==> src/rtl/pc_sequencer_pkg.sv <==
// Shared encodings for the fetch PC sequencer: NPC select codes and FSM states.
package pc_sequencer_pkg;

  localparam logic NPC_PC4 = 1'b0;
  localparam logic NPC_NEW = 1'b1;

  localparam logic [15:0] REDIRECT_CNT_MAX = 16'hFFFF;

  typedef enum logic [1:0] {
    PCS_BOOT  = 2'b00,
    PCS_RUN   = 2'b01,
    PCS_FLUSH = 2'b10
  } pcs_state_e;

  // Redirect targets are forced onto a word boundary before reaching the NPC.
  function automatic logic [31:0] word_align(input logic [31:0] a);
    return {a[31:2], 2'b00};
  endfunction

endpackage

==> src/rtl/pc_sequencer_flush_timer.sv <==
// Down-counter that holds the IF/ID flush window after a redirect.
// A load always wins over the count, so back-to-back redirects restart the window.
module pc_sequencer_flush_timer #(
  parameter int unsigned W = 2
) (
  input  logic         clk,
  input  logic         rst,
  input  logic         load,
  input  logic [W-1:0] value,
  output logic         busy,
  output logic         last
);

  logic [W-1:0] cnt;

  // Reload on redirect, otherwise count down to zero and stop.
  always_ff @(posedge clk or posedge rst) begin
    if (rst)             cnt <= '0;
    else if (load)       cnt <= value;
    else if (cnt != '0)  cnt <= cnt - 1'b1;
  end

  assign busy = (cnt != '0);
  assign last = (cnt == W'(1));

endmodule

==> src/rtl/pc_sequencer.sv <==
// Fetch PC owner for the pipelined miniRV core. Drives the external NPC unit,
// captures its result, and raises pipeline flushes after EX redirects.
module pc_sequencer
  import pc_sequencer_pkg::*;
#(
  parameter logic [31:0] RESET_PC     = 32'h0000_0000,
  parameter int unsigned FLUSH_CYCLES = 2
) (
  input  logic        clk,
  input  logic        rst,
  input  logic        stall,
  input  logic        redirect_valid,
  input  logic [31:0] redirect_pc,
  input  logic        fetch_ready,
  output logic        fetch_valid,
  output logic [31:0] pc,
  output logic [31:0] npc_pc,
  output logic        npc_op,
  output logic [31:0] npc_new_pc,
  input  logic [31:0] npc_in,
  output logic        flush_if_id,
  output logic        flush_id_ex,
  output logic        misalign_err,
  output logic [15:0] redirect_cnt
);

  pcs_state_e state, state_nxt;
  logic       redir;
  logic       advance;
  logic       ft_busy, ft_last;

  // A redirect showing up during BOOT is not a legal pipeline event and is dropped.
  assign redir       = redirect_valid && (state != PCS_BOOT);
  assign fetch_valid = (state != PCS_BOOT);
  // Redirect overrides stall and the fetch handshake; an unacked fetch is simply withdrawn.
  assign advance     = redir || (fetch_valid && fetch_ready && !stall);

  assign npc_pc      = pc;
  assign npc_op      = redir ? NPC_NEW : NPC_PC4;
  assign npc_new_pc  = word_align(redirect_pc);
  assign flush_id_ex = redir;
  assign flush_if_id = (state == PCS_FLUSH) && ft_busy;

  pc_sequencer_flush_timer #(.W(2)) u_flush_timer (
    .clk   (clk),
    .rst   (rst),
    .load  (redir),
    .value (2'(FLUSH_CYCLES)),
    .busy  (ft_busy),
    .last  (ft_last)
  );

  // State register.
  always_ff @(posedge clk or posedge rst) begin
    if (rst) state <= PCS_BOOT;
    else     state <= state_nxt;
  end

  // Next-state: BOOT lasts one cycle; FLUSH drains to RUN as the timer empties.
  always_comb begin
    state_nxt = state;
    case (state)
      PCS_BOOT:  state_nxt = PCS_RUN;
      PCS_RUN:   if (redir) state_nxt = PCS_FLUSH;
      PCS_FLUSH: begin
        if (redir)                    state_nxt = PCS_FLUSH;
        else if (ft_last || !ft_busy) state_nxt = PCS_RUN;
      end
      default:   state_nxt = PCS_BOOT;
    endcase
  end

  // PC capture from the NPC unit whenever the pipeline advances or is redirected.
  always_ff @(posedge clk or posedge rst) begin
    if (rst)          pc <= RESET_PC;
    else if (advance) pc <= npc_in;
  end

  // Sticky misalignment flag and saturating redirect counter.
  always_ff @(posedge clk or posedge rst) begin
    if (rst) begin
      misalign_err <= 1'b0;
      redirect_cnt <= '0;
    end else if (redir) begin
      if (redirect_pc[1:0] != 2'b00)         misalign_err <= 1'b1;
      if (redirect_cnt != REDIRECT_CNT_MAX)  redirect_cnt <= redirect_cnt + 16'd1;
    end
  end

endmodule

==> config.mk <==
export PLATFORM = sky130hd
export DESIGN_NAME = pc_sequencer
export DESIGN_NICKNAME = d
export VERILOG_FILES = /design/src/rtl/pc_sequencer_pkg.sv /design/src/rtl/pc_sequencer_flush_timer.sv /design/src/rtl/pc_sequencer.sv
export SDC_FILE = /design/constraint.sdc
export NUM_CORES = 1
export LEC_CHECK = 0
export CELL_PAD_IN_SITES_DETAIL_PLACEMENT = 1
export CELL_PAD_IN_SITES_GLOBAL_PLACEMENT = 1
export CORE_MARGIN = 4
export CORE_UTILIZATION = 30
export DETAILED_ROUTE_END_ITERATION = 12
export DONT_BUFFER_PORTS = 1
export PLACE_DENSITY_LB_ADDON = 0.1
export SKIP_LAST_GASP = 1
export SYNTH_ARGS = -nofsm -noshare
export SYNTH_HDL_FRONTEND = slang
export SYNTH_SLANG_ARGS = --single-unit
==> constraint.sdc <==
create_clock -name clk -period 2.05 [get_ports clk]
set_clock_uncertainty 0.2 [all_clocks]
set_input_delay 0.205 -clock clk [delete_from_list [all_inputs] [get_ports clk]]
set_output_delay 0.205 -clock clk [all_outputs]
set_load 0.02 [all_outputs]
==> run_results.csv <==
group,metric,value,unit
clock_network,clk-insertion-delay-late,300,ps
setup_path,slowest_stage,"dfrtp_1",
yosys,avgSynthCellArea,11.7,µm²
floorplan,rows,34,
setup_path,cp_top_family,"simple AND/OR/NAND/NOR gates",
sta,max_slew_margin,62.7,%
global_route,track_usage,11.0,%
routing,wirelength,5780,µm
setup_path,r2r_cells,5,
yosys,seq_area_frac_synth,48.1,%
yosys,synth_area,2760,µm²
routing,first_iter_violations,51,
setup_path,cp_max_fo,4,
floorplan,die_x,104,µm
yosys,synth_ff_type,"dfrtp_1",
sta,setup_viol,0,
routing,wl_per_cell,16.8,µm
sta,drv_slew,0,
global_route,overflow,0,
placement,place_hpwl,4230,µm
setup_path,arrival,1870,ps
global_route,met3_usage,5.40,%
cells_and_area,n_antenna_cell,0,
sta,tns,0,ps
clock_network,cts_num_sinks,53,
sta,hold_viol_final,0,
routing,first_pass_iters,3,
placement,gp_congestion,0.819,
worst_hold_path,holdPathStages,3,
clock_network,clockBufferDepth,2,
setup_path,critical_path.cell_chain,"ha_1, nand4_1, nor3_1, and3_1, mux2_2",
sta,layout_min_cycle_time,1870,ps
yosys,synth_area_leaders,"dfrtp_1, buf_4, mux2_2, xor2_1, ha_1",
routing,via_per_inst,4.74,
floorplan,ios,186,
yosys,synthCells,236,
cells_and_area,final_layout_size_suffix_gt1_share,31.9,%
placement,placed_cell_area,2590,µm²
yosys,synth_commonest_cells,"buf_4, dfrtp_1, mux2_2",
flow_run,maxCapViolations,0,
global_route,use_met1,11.6,%
routing,drc,0,
worst_hold_path,hp-class,"primary input to flip-flop",
yosys,synth_edf_count,0,
yosys,yosysMostFrequentCell,"buf_4",
sta,fmax,534,MHz
pwr,ir_worst_vdd,0.575,mV
placement,io_buffers,0,
sta,tightest_slew,559,ps
sta,min_period_over_period,91.3,%
global_route,grt_busiest_layer,"met2",
clock_network,cts_made_buffers,5,
yosys,synth_top_area_share,48.1,%
setup_path,worstSetupPathType,"flip-flop to flip-flop",
global_route,grt_max_degree,33,
floorplan,initial_core_util,31.2,%
pwr,p_per_area,1470,nW/µm²
cells_and_area,stdcell_area,3060,µm²
cells_and_area,final_core_util,34.6,%
clock_network,htreeDepth,2,
clock_network,cts_tree,"done",
routing,via_count,1626,
pwr,power_leakage,1.36,nW
yosys,yosysWarningCount,0,
clock_network,cts.clk_slew.worst_paths,90,ps
global_route,met2_usage,19.3,%
yosys,synth_cell_types,37,
sta,rsz0062_at_grt,"no",
clock_network,cts-root-buf,"clkbuf_8",
yosys,ys_async_sr_fraction,100,%
cells_and_area,finalNetCount,307,
global_route,grt_pass1_wl,9830,µm
setup_path,critPathBufInv,0,
global_route,grt_pass1_vias,1933,
clock_network,post-cts-setup-buffers,0,
setup_path,crit_path_end_kind,"flip-flop",
floorplan,coreArea,8850,µm²
setup_path,critPathRequiredTime,2040,ps
status,status,"completed",
floorplan,die_h,104,µm
yosys,synth_seq_cells,53,
setup_path,critical_path.startpoint_type,"flip-flop",
setup_path,crit_cells,5,
routing,antenna_left,0,
yosys,yosys.area.top_type,"dfrtp_1",
setup_path,cpPeakStageDelay,370,ps
floorplan,die_area,10800,µm²
global_route,antenna_found_initial,0,
cells_and_area,areaGrowthSynthToFinish,11.0,%
## registers in the layout (all words and copies together) (netlist names)
| name | flops |
|---|---|
| u_flush_timer.cnt | 2 |
| state | 2 |
| npc_pc | 32 |
| misalign_err | 1 |
| redirect_cnt | 16 |
## power by group
| part | switching (W) | internal, W | total [W] |
|---|---|---|---|
| registers | 0.00120 | 0.00144 | 0.00263 |
| logic | 0.000561 | 0.000626 | 0.00119 |
| clock network | 0.000328 | 0.000355 | 0.000684 |
## through the flow
stage / power [W] / hold slack [ps] / setup slack [ps] / std cells
6_report: 0.00451 / 17.0 / 177 / 343
5_1_grt: 0.00480 / 32.6 / 3.84 / 343
4_1_cts: 0.00457 / 12.3 / 125 / 343
3_5_place_dp: 0.00381 / -33.9 / 140 / 300
3_3_place_gp: 0.00374 / -49.3 / 210 / 300
2_1_floorplan: 0.00391 / 101 / 118 / 237
## path summary, 6_finish.rpt
path                                      start                    to  slack [ps]
max in group asynchronous                   rst  u_flush_timer.cnt[1]         880
min in group asynchronous                   rst             npc_pc[5]         210
max reg2reg                     redirect_cnt[1]      redirect_cnt[10]         180
min                              redirect_valid              state[0]          20
min reg2reg                u_flush_timer.cnt[1]  u_flush_timer.cnt[1]         310
max                             redirect_cnt[1]      redirect_cnt[10]         180
## kinds of logic after synthesis
| group | Yosys count | synth area share (%) |
|---|---|---|
| buffers and inverters | 74 | 19.0 |
| DFF | 53 | 48.1 |
| and+or+nand+nor | 46 | 10.4 |
| muxes | 36 | 14.8 |
| AOI/OAI and AO/OA | 12 | 2.77 |
| xor gates and xnor gates | 11 | 3.49 |
| adders and majority gates | 3 | 1.36 |
| other | 1 | 0.136 |
## final cells by class
class | instances | area (µm²)
Fill cell | 946 | 5790
Sequential cell | 53 | 1330
Multi-Input combinational cell | 110 | 917
Timing Repair Buffer | 59 | 558
Tap cell | 108 | 135
Clock buffer | 5 | 68.8
Clock inverter | 2 | 35.0
Inverter | 6 | 22.5
## placed cells by master, fill, tap and decap left out, types with 2 or more instances in the layout
master and count:
dfrtp_1 53, dlygate4sd3_1 36, mux2_2 32, buf_4 21, xor2_1 10, nor2_1 8, nand2_1 7, nor3_1 6
nand3_1 5, clkbuf_8 5, o21ai_0 4, inv_1 4, a21oi_1 3, ha_1 3, or2_2 2, o21ai_2 2
inv_2 2, nand4_1 2, and4_1 2, nor3b_1 2, and3_1 2, mux2_1 2, conb_1 2, buf_12 2
## worst min-delay path: stages
cell	delay [ps]
o21ai_0	100
nand2b_1	90
o21ai_0	70
## routing by layer
| metal | part of all wire [%] | routed length, µm | vias to the layer above |
|---|---|---|---|
| met5 | 0 | 0 | - |
| met4 | 1.0 | 59 | 0 |
| met3 | 11 | 638 | 9 |
| met2 | 51 | 2930 | 89 |
| met1 | 37 | 2160 | 807 |
| li1 | - | - | 721 |
## repair_timing
item                       CTS  global route
setup endpoints to repair    0             1
gates resized for setup      0             1
hold endpoints to repair    61             0
hold buffers                36             0
Note: power is estimated with default switching activity, not from simulation.
